==> src/rtl/poly_voice_allocator.sv <==
// Polyphonic MIDI voice allocator: decodes note events onto POLYPHONY voices with
// same-note retrigger and least-recently-allocated stealing.
module poly_voice_allocator #(
   parameter int POLYPHONY    = 8,
   parameter int VIDX_W       = 3,
   parameter int FREQ_W       = 32,
   parameter int RETRIG_GAP   = 2,
   parameter int MIDI_CHANNEL = 0
) (
   input  logic                        clk,
   input  logic                        reset,
   input  logic                        midi_byte_ready,
   input  logic [7:0]                  midi_byte0,
   input  logic [7:0]                  midi_byte1,
   input  logic [7:0]                  midi_byte2,
   input  logic                        omni,
   output logic [POLYPHONY*FREQ_W-1:0] dds_frequency_bus,
   output logic [POLYPHONY*7-1:0]      voice_velocity,
   output logic [POLYPHONY-1:0]        key_state,
   output logic                        busy,
   output logic                        dropped_event
);

   localparam int GAP_W = $clog2(RETRIG_GAP + 1);

   typedef enum logic [1:0] {IDLE, SEARCH, APPLY, GAP} state_t;
   typedef enum logic [1:0] {EV_NONE, EV_ON, EV_OFF, EV_ALL} event_t;

   state_t               state, state_n;
   event_t               ev_dec, ev_r;
   logic [6:0]           note_r, vel_r;
   logic [6:0]           voice_note [POLYPHONY];
   logic [POLYPHONY-1:0] voice_held;
   logic [VIDX_W-1:0]    age [POLYPHONY];
   logic                 match_hit, free_hit, match_hit_r, free_hit_r;
   logic [VIDX_W-1:0]    match_v, free_v, oldest_v;
   logic [VIDX_W-1:0]    match_v_r, free_v_r, oldest_v_r, target, gap_v;
   logic                 need_gap;
   logic [GAP_W-1:0]     gap_cnt;

   // Top-octave (notes 120..131) tuning words; lower octaves are right shifts.
   function automatic logic [FREQ_W-1:0] tuning_code_lookup(input logic [6:0] note);
      int          n;
      logic [31:0] base;
      n = int'(note);
      case (n % 12)
         0:       base = 32'd719160;
         1:       base = 32'd761923;
         2:       base = 32'd807229;
         3:       base = 32'd855228;
         4:       base = 32'd906083;
         5:       base = 32'd959963;
         6:       base = 32'd1017046;
         7:       base = 32'd1077524;
         8:       base = 32'd1141599;
         9:       base = 32'd1209486;
         10:      base = 32'd1281408;
         default: base = 32'd1357607;
      endcase
      return FREQ_W'(base >> (10 - n / 12));
   endfunction

   assign busy          = (state != IDLE);
   assign dropped_event = midi_byte_ready && busy;

   always_comb begin
      ev_dec = EV_NONE;
      if (omni || (midi_byte0[3:0] == 4'(MIDI_CHANNEL))) begin
         case (midi_byte0[7:4])
            4'h9:    ev_dec = (midi_byte2 != 8'd0) ? EV_ON : EV_OFF;
            4'h8:    ev_dec = EV_OFF;
            4'hB:    if (midi_byte1 == 8'd120 || midi_byte1 == 8'd123) ev_dec = EV_ALL;
            default: ev_dec = EV_NONE;
         endcase
      end
   end

   // Descending scan so the lowest matching index wins.
   always_comb begin
      match_hit = 1'b0;
      match_v   = '0;
      free_hit  = 1'b0;
      free_v    = '0;
      oldest_v  = '0;
      for (int v = POLYPHONY - 1; v >= 0; v--) begin
         if (voice_held[v] && voice_note[v] == note_r) begin
            match_hit = 1'b1;
            match_v   = VIDX_W'(v);
         end
         if (!voice_held[v]) begin
            free_hit = 1'b1;
            free_v   = VIDX_W'(v);
         end
         if (age[v] == VIDX_W'(POLYPHONY - 1)) oldest_v = VIDX_W'(v);
      end
   end

   always_comb begin
      if (match_hit_r)     target = match_v_r;
      else if (free_hit_r) target = free_v_r;
      else                 target = oldest_v_r;
      need_gap = match_hit_r || !free_hit_r || key_state[target];
   end

   always_comb begin
      state_n = state;
      case (state)
         IDLE:    if (midi_byte_ready && ev_dec != EV_NONE) state_n = SEARCH;
         SEARCH:  state_n = APPLY;
         APPLY:   state_n = (ev_r == EV_ON && need_gap) ? GAP : IDLE;
         GAP:     if (gap_cnt == GAP_W'(RETRIG_GAP - 1)) state_n = IDLE;
         default: state_n = IDLE;
      endcase
   end

   always_ff @(posedge clk) begin
      if (reset) state <= IDLE;
      else       state <= state_n;
   end

   always_ff @(posedge clk) begin
      if (reset) begin
         dds_frequency_bus <= '0;
         voice_velocity    <= '0;
         key_state         <= '0;
         voice_held        <= '0;
         ev_r              <= EV_NONE;
         note_r            <= '0;
         vel_r             <= '0;
         match_hit_r       <= 1'b0;
         free_hit_r        <= 1'b0;
         match_v_r         <= '0;
         free_v_r          <= '0;
         oldest_v_r        <= '0;
         gap_v             <= '0;
         gap_cnt           <= '0;
         for (int v = 0; v < POLYPHONY; v++) begin
            voice_note[v] <= '0;
            age[v]        <= VIDX_W'(POLYPHONY - 1 - v);
         end
      end else begin
         case (state)
            IDLE: begin
               if (midi_byte_ready && ev_dec != EV_NONE) begin
                  ev_r   <= ev_dec;
                  note_r <= midi_byte1[6:0];
                  vel_r  <= midi_byte2[6:0];
               end
            end
            SEARCH: begin
               match_hit_r <= match_hit;
               match_v_r   <= match_v;
               free_hit_r  <= free_hit;
               free_v_r    <= free_v;
               oldest_v_r  <= oldest_v;
            end
            APPLY: begin
               case (ev_r)
                  EV_ON: begin
                     dds_frequency_bus[int'(target)*FREQ_W +: FREQ_W] <= tuning_code_lookup(note_r);
                     voice_velocity[int'(target)*7 +: 7] <= vel_r;
                     voice_note[target] <= note_r;
                     voice_held[target] <= 1'b1;
                     for (int v = 0; v < POLYPHONY; v++)
                        if (age[v] < age[target]) age[v] <= age[v] + 1'b1;
                     age[target]       <= '0;
                     key_state[target] <= !need_gap;
                     gap_v             <= target;
                     gap_cnt           <= '0;
                  end
                  EV_OFF: begin
                     if (match_hit_r) begin
                        key_state[match_v_r]  <= 1'b0;
                        voice_held[match_v_r] <= 1'b0;
                     end
                  end
                  EV_ALL: begin
                     key_state  <= '0;
                     voice_held <= '0;
                  end
                  default: ;
               endcase
            end
            GAP: begin
               if (gap_cnt == GAP_W'(RETRIG_GAP - 1)) key_state[gap_v] <= 1'b1;
               else                                   gap_cnt <= gap_cnt + 1'b1;
            end
            default: ;
         endcase
      end
   end

endmodule

==> config.mk <==
export PLATFORM = sky130hd
export DESIGN_NAME = poly_voice_allocator
export DESIGN_NICKNAME = d
export VERILOG_FILES = /design/src/rtl/poly_voice_allocator.sv
export SDC_FILE = /design/constraint.sdc
export NUM_CORES = 1
export LEC_CHECK = 0
export ABC_AREA = 0
export CAP_MARGIN = 0
export CORE_MARGIN = 3
export CORE_UTILIZATION = 33
export CTS_CLUSTER_SIZE = 20
export DETAILED_ROUTE_END_ITERATION = 8
export GPL_TIMING_DRIVEN = 0
export MAX_ROUTING_LAYER = met4
export PLACE_DENSITY = 0.51
export SLEW_MARGIN = 0
export SYNTH_ARGS = -nofsm -noshare
export SYNTH_HDL_FRONTEND = slang
export SYNTH_SLANG_ARGS = --single-unit
==> constraint.sdc <==
create_clock -name clk -period 8.61 [get_ports clk]
set_input_delay 1.2915 -clock clk [delete_from_list [all_inputs] [get_ports clk]]
set_output_delay 1.2915 -clock clk [all_outputs]
set_load 0.02 [all_outputs]
# Yosys cells after proc, flatten, opt, wreduce, memory -nomap -nowiden
# Memory sizes are Yosys's and may differ from the RTL's.
# Cells that the tools add are included.
[word_totals]
inputBits = 28
output_inout_bits = 322
register_bits = 362
mem_count = 3
word_cells = 266
ramBits = 80
mem_bits_ro = 336
[mem_list]
columns = ["name", "depth", "word_bits", "rd", "rd_clocked_by_memory_dff", "write_ports", "line_no", "text"]
rows = [
  ["(no name shown)", 16, 21, 1, 0, 0, "46", "case (n % 12)"],
  ["voice_note", 8, 7, 8, 0, 8, "32", "logic [6:0] voice_note [POLYPHONY];"],
  ["age", 8, 3, 9, 0, 9, "34", "logic [VIDX_W-1:0] age [POLYPHONY];"],
]
[op_classes]
shifts = 5
magnitude_cmp = 14
addsub = 12
n_div = 2
n_bitwise = 13
multipliers = 1
muxes = 131
n_eq_ne = 35
n_reduce_logical = 35
[ops]
columns = ["op", "n"]
rows = [
  ["$bwmux 256", 1],
  ["$shift 32x33->256 const A", 1],
  ["$shiftx 32x33->256", 1],
  ["$mux 32", 4],
  ["$mux 3", 35],
  ["$mux 1", 67],
  ["$bwmux 56", 1],
  ["$eq 7x7->1", 8],
  ["$shift 7x33->56 const A", 1],
  ["$shiftx 7x33->56", 1],
  ["$pmux 8 s3", 2],
  ["$neg 6->33", 1],
  ["$neg 8->33", 1],
  ["$div 8x5->32 const B", 1],
  ["$mod 8x5->32 const B", 1],
  ["$shr 32x32->32", 1],
  ["$sub 5x32->32 const A", 1],
  ["$logic_not 28->1", 1],
  ["$add 3x1->3 const B", 8],
  ["$eq 3x3->1 const B", 8],
  ["$lt 3x3->1", 8],
  ["$mux 8", 3],
  ["$and 8x8->8", 2],
  ["$eq 8x7->1 const B", 2],
  ["34 further kinds", 88],
]

# Depth between registers and ports, before layout
# An unclocked memory read counts as a cell.
[logic_depth]
ltp_word = 11
ltp_mapped = 23
mapped_depth_nobuf = 16

# Least setup slack after synthesis
# OpenSTA, ideal clock, no wires.
[synth_timing]
kind = "flip-flop to flip-flop"
start = "reg note_r[5]"
end = "reg dds_frequency_bus[13]"
n_path_buf = 7
required_ns = 8.540
synth_period_minus_slack_ns = 5.400
slack_ns = 3.210
t_arrival_ns = 5.330
path_stages_with_launch = 24
setup_ns = 0.070
cell_sequence = "dfxtp_1 > buf_2 > buf_1 > clkbuf_1 > clkbuf_1 > ha_1 > nand2b_1 > and3_1 > buf_6 > nor3_4 > buf_2 > nand2_1 > ha_1 > or3b_2 > a21oi_2 > clkbuf_1 > o2111ai_1 > o311ai_0 > nor2_1 > a21oi_1 > a21oi_1 > mux2_2 > or3_1 > a21oi_1"
[synth_between]
elab_chain_len = 9
elab_cells_between_ends = 12
classes_between = "add/sub (1); div (2); shift (2); mux (5); reduce/logical (1); memory (1)"
[synth_lines]
columns = ["item", "line_no", "text"]
rows = [
  ["from (decl)", "31", "logic [6:0] note_r, vel_r;"],
  ["from (signal assigned)", "146", "note_r <= midi_byte1[6:0];"],
  ["$mod 8x5->32", "46", ""],
  ["$mem_v2 16x21 / $logic_not 28->1 (equally long branches)", "-", ""],
  ["$mux 32", "46", ""],
  ["$mux 32", "158", "case (ev_r)"],
  ["$mux 32", "142", "case (state)"],
  ["$mux 32", "122", "if (reset) begin"],
  ["$shr 32x32->32 (*)", "60", "return FREQ_W'(base >> (10 - n / 12));"],
  ["$shiftx 32x33->256 (*)", "160", "dds_frequency_bus[int'(target)*FREQ_W +: FREQ_W] <= tuning_code_lookup(note_r);"],
  ["$bwmux 256 (*)", "160", ""],
  ["to (signal, indexed assignment)", "160", ""],
  ["to (decl)", "17", "output logic [POLYPHONY*FREQ_W-1:0] dds_frequency_bus,"],
]
# Mark *: on every way between the ends. The rest lies on a longest branch, timed or not. The select of a mux whose other input is x is not followed.
# A chain may end at the register's enable or synchronous reset.

# Worst setup path after layout
[layout_timing]
start = "reg note_r[5]"
end = "reg dds_frequency_bus[198]"
# The elaborated chain is that of the path after synthesis.

==> flow_metrics.tcl <==
set metrics [dict create \
    clock_sinks 354 \
    die_area_um2 57000 \
    drt_pass1_iterations 5 \
    cts_tree "done" \
    die_h_um 239 \
    syn2layout_area_growth_pct 28.9 \
    clk_root_buffer_cell "sky130_fd_sc_hd__clkbuf_16" \
    finalInstanceArea_um2 23000 \
    num_antenna_cells 0 \
    cts_inserted_buffers 41 \
    gpl.final_weighted_congestion 0.885 \
    fin_nets 2559 \
    cts_max_path_buffers 3 \
    criticalPathCategory "reg -> reg" \
    irDropWorstVdd_v 0.000137 \
    setup_repair_bufs_after_cts 0 \
    run_status "finished, final reports clean" \
    overflow 0 \
    cp_cell_sequence "buf_2 > buf_1 > clkbuf_1 > clkbuf_1 > ha_1 > nand2b_1 > and3_1 > buf_6 > nor3_4 > buf_2 > nand2_1 > ha_1 > or3b_2 > a21oi_2 > nand4_1 > nor2_1 > o31ai_1 > a31oi_1 > a22oi_1 > and2_1 > a21oi_1 > a22o_1" \
    antenna_found_initial 0 \
    switching_power_w 0.000832 \
    drive_above_1_share_pct 8.89 \
    switching_share_pct 23.0 \
    clock_power_share_pct 48.5 \
    first_global_vias 16100 \
    crit_path_max_fanout 10 \
    slew_viol_final 0 \
    wl_cell_um 21.9 \
    setup_tns_ns 0 \
    worst_hold_path_type "reg -> reg" \
    power_report.internal_total_w 0.00279 \
    core_area_um2 53100 \
    p_leak_nw 8.34 \
    drt_drc_violations_left 0 \
    synth-edff-count 56 \
    path_clk_slew_ns 0.06 \
    synth_warnings 0 \
    synth_cell_type_count 96 \
    cts_hold_buffers 0 \
    synth_async_sr_flop_share_pct 0 \
    maximum_achievable_frequency_mhz 124 \
    synth.ff_latch_count 354 \
    cp_data_required_time_ns 9.10 \
    port_buffers 261 \
    critical_path_arrival_ns 8.55 \
    yosys_most_used_dff "sky130_fd_sc_hd__dfxtp_1" \
    synth_area_per_cell_um2 8.58 \
    first_pass_grt_wire_length_mm 103 \
    floorplan.die.width_um 239 \
    combinationalPowerShare_pct 4.8 \
    final.period_utilization_pct 93.6 \
    fp-row-count 84 \
    post_dp_cell_area_um2 21700 \
    worst_clock_skew_ns 0.0122 \
    seq_power_share_pct 46.8 \
    relSlewSlack_pct 7.89 \
    num_vias 16900 \
    detail_placement_hpwl_mm 53.6 \
    via_per_inst 5.30 \
    critical_path.endpoint_type "flip-flop" \
    finalWirelength_mm 70.1 \
    clkLatencyLatePin_ns 0.56 \
    maxCapViolCount 0 \
    pin_count 350 \
    synth-seq-area-share_pct 42.8 \
    htreeDepth 2 \
    filler_cell_count 5320 \
    rsz0062_at_grt "false" \
    worst_slew_pin_slew_ns 1.37 \
    min_period_ns 8.05 \
    start_kind "flip-flop" \
    timing.critical_path.slowest_stage_cell "sky130_fd_sc_hd__buf_1" \
    gr-usage-all-layers_pct 24.4 \
    final-setup-viol-count 0 \
    post_cts_resize_count 0 \
    largest_net_degree_at_the_start_of_global_routing 15 \
    synth_area_um2 17900 \
    synth_cells 2085 \
    number_of_nets_still_failing_antenna_checks_after_routing 0 \
    finalHoldViolations 0 \
    power_density_nw_per_um2 157 \
    rrSetupSlack_ns 0.56 \
    worst_path_largest_cell_delay_ns 0.72 \
    drt_first_iter_violations 1213 \
    initial_core_util_pct 33.7 \
]
==> state kept, by name, indices dropped and copies added, names as in the netlist <==
signal / flops
oldest_v_r: 3
state: 2
match_hit_r: 1
free_hit_r: 1
ev_r: 2
voice_held: 8
dds_frequency_bus: 168
note_r: 7
gap_cnt: 2
gap_v: 3
free_v_r: 3
voice_velocity: 56
vel_r: 7
voice_note: 56
key_state: 8
match_v_r: 3
age: 24
==> per-layer routing <==
metal  vias up  part of all wire [%]  GRT usage, %
li1       8053                     -             -
met1      8167                    44          31.8
met2       588                    47          39.4
met4         0                   3.7          8.52
met3       129                   5.2          2.94
met5         -                     0             -
==> synth_stat cells (6+ instances only) <==
library cell / count / area share [%]
sky130_fd_sc_hd__nor3b_1: 6 / 0.25
sky130_fd_sc_hd__a22o_1: 33 / 1.6
sky130_fd_sc_hd__o21ai_0: 108 / 3.0
sky130_fd_sc_hd__o211a_1: 7 / 0.39
sky130_fd_sc_hd__buf_1: 9 / 0.19
sky130_fd_sc_hd__nor3_1: 61 / 1.7
sky130_fd_sc_hd__or3_1: 6 / 0.21
sky130_fd_sc_hd__o21a_1: 19 / 0.80
sky130_fd_sc_hd__nand4_1: 34 / 1.2
sky130_fd_sc_hd__buf_4: 90 / 3.8
sky130_fd_sc_hd__nand2b_1: 13 / 0.45
sky130_fd_sc_hd__a21o_1: 6 / 0.25
sky130_fd_sc_hd__a211o_1: 6 / 0.29
sky130_fd_sc_hd__a311oi_1: 8 / 0.39
sky130_fd_sc_hd__a31oi_1: 20 / 0.70
sky130_fd_sc_hd__a22oi_1: 13 / 0.55
sky130_fd_sc_hd__a21oi_1: 166 / 4.6
sky130_fd_sc_hd__dfxtp_1: 298 / 33
sky130_fd_sc_hd__xor2_1: 9 / 0.44
sky130_fd_sc_hd__o31ai_1: 15 / 0.63
sky130_fd_sc_hd__ha_1: 54 / 3.8
sky130_fd_sc_hd__edfxtp_1: 56 / 9.4
sky130_fd_sc_hd__o21ai_1: 6 / 0.17
sky130_fd_sc_hd__a211oi_1: 12 / 0.50
sky130_fd_sc_hd__nand3_1: 90 / 2.5
sky130_fd_sc_hd__xnor2_1: 58 / 2.8
sky130_fd_sc_hd__a32oi_1: 6 / 0.29
sky130_fd_sc_hd__nand2_1: 293 / 6.1
sky130_fd_sc_hd__o22ai_1: 18 / 0.63
sky130_fd_sc_hd__inv_1: 22 / 0.46
sky130_fd_sc_hd__mux2i_1: 50 / 2.8
sky130_fd_sc_hd__buf_2: 10 / 0.28
sky130_fd_sc_hd__clkbuf_1: 103 / 2.2
sky130_fd_sc_hd__a32o_1: 6 / 0.34
sky130_fd_sc_hd__or2_2: 8 / 0.28
sky130_fd_sc_hd__nor2_1: 189 / 4.0
sky130_fd_sc_hd__and3_1: 9 / 0.31
sky130_fd_sc_hd__and2_1: 46 / 1.6
sky130_fd_sc_hd__nor4_1: 11 / 0.38
==> placed cells by master (no fill, tap or decap), types with 12 or more instances in the layout <==
cell type,n
sky130_fd_sc_hd__a211oi_1,12
sky130_fd_sc_hd__a21oi_1,166
sky130_fd_sc_hd__a22o_1,33
sky130_fd_sc_hd__a22oi_1,13
sky130_fd_sc_hd__a31oi_1,20
sky130_fd_sc_hd__and2_1,46
sky130_fd_sc_hd__buf_4,91
sky130_fd_sc_hd__clkbuf_1,112
sky130_fd_sc_hd__clkbuf_16,43
sky130_fd_sc_hd__clkdlybuf4s50_1,261
sky130_fd_sc_hd__conb_1,88
sky130_fd_sc_hd__dfxtp_1,298
sky130_fd_sc_hd__edfxtp_1,56
sky130_fd_sc_hd__ha_1,54
sky130_fd_sc_hd__inv_1,22
sky130_fd_sc_hd__mux2i_1,50
sky130_fd_sc_hd__nand2_1,293
sky130_fd_sc_hd__nand2b_1,13
sky130_fd_sc_hd__nand3_1,90
sky130_fd_sc_hd__nand4_1,34
sky130_fd_sc_hd__nor2_1,189
sky130_fd_sc_hd__nor3_1,61
sky130_fd_sc_hd__o21a_1,19
sky130_fd_sc_hd__o21ai_0,105
sky130_fd_sc_hd__o22ai_1,18
sky130_fd_sc_hd__o31ai_1,15
sky130_fd_sc_hd__xnor2_1,58
==> final timing paths <==
check | startpoint | to | depth (start not counted)
max | note_r[5] | dds_frequency_bus[198] | 22
min | dds_frequency_bus[162] | dds_frequency_bus[162] | 2
max reg2reg | note_r[5] | dds_frequency_bus[198] | 22
min reg2reg | dds_frequency_bus[162] | dds_frequency_bus[162] | 2
==> critical path, delay by kind of cell (launching register included) <==
kind / cells / cell delay, ns
and+or+nand+nor: 8 / 2.56
adders and majority gates: 2 / 0.56
buffers and inverters: 6 / 2.17
DFF: 1 / 0.38
AOI/OAI and AO/OA: 6 / 2.28
==> area by class of cell <==
| class | instances | area [um^2] | area share, % |
|---|---|---|---|
| Sequential cell | 354 | 7650 | 33.2 |
| Timing Repair Buffer | 262 | 2620 | 11.4 |
| Tap cell | 688 | 861 | 3.74 |
| Clock buffer | 63 | 1260 | 5.47 |
| Clock inverter | 12 | 93.8 | 0.407 |
| Buffer | 216 | 1190 | 5.17 |
| Inverter | 25 | 93.8 | 0.407 |
| Multi-Input combinational cell | 1577 | 9280 | 40.3 |
==> power by group through the flow <==
stage               registers, W  logic (W)  clock network (W)
floorplan                0.00173   0.000121                  0
global placement         0.00173   0.000168                  0
detailed placement       0.00173   0.000169                  0
CTS                      0.00169   0.000170            0.00179
global route             0.00169   0.000185            0.00186
finish                   0.00169   0.000172            0.00175
==> metrics by stage <==
step | instances | power (W) | util [%] | setup WS, ns | hold slack [ns]
3_3_place_gp | 3121 | 0.00190 | 40.9 | 0.660 | 0.435
5_1_grt | 3197 | 0.00373 | 43.4 | 0.137 | 0.462
2_1_floorplan | 2172 | 0.00185 | - | 3.21 | 0.431
3_5_place_dp | 3122 | 0.00190 | 40.9 | 0.660 | 0.443
6_report | 3197 | 0.00362 | 43.4 | 0.555 | 0.451
4_1_cts | 3197 | 0.00365 | 43.4 | 0.656 | 0.453
==> logic make-up (layout without fill, tap and decap cells) <==
kind of cell	count (synthesis)	after routing	synth area share (%)
adders and majority gates	55	55	3.83
buffers and inverters	241	578	7.18
other	1	88	0.0210
muxes	58	58	3.55
AOI/OAI and AO/OA	514	514	18.7
DFF	354	354	42.8
and+or+nand+nor	794	794	20.6
xor gates and xnor gates	68	68	3.37
Note: power is estimated with default switching activity, not from simulation.
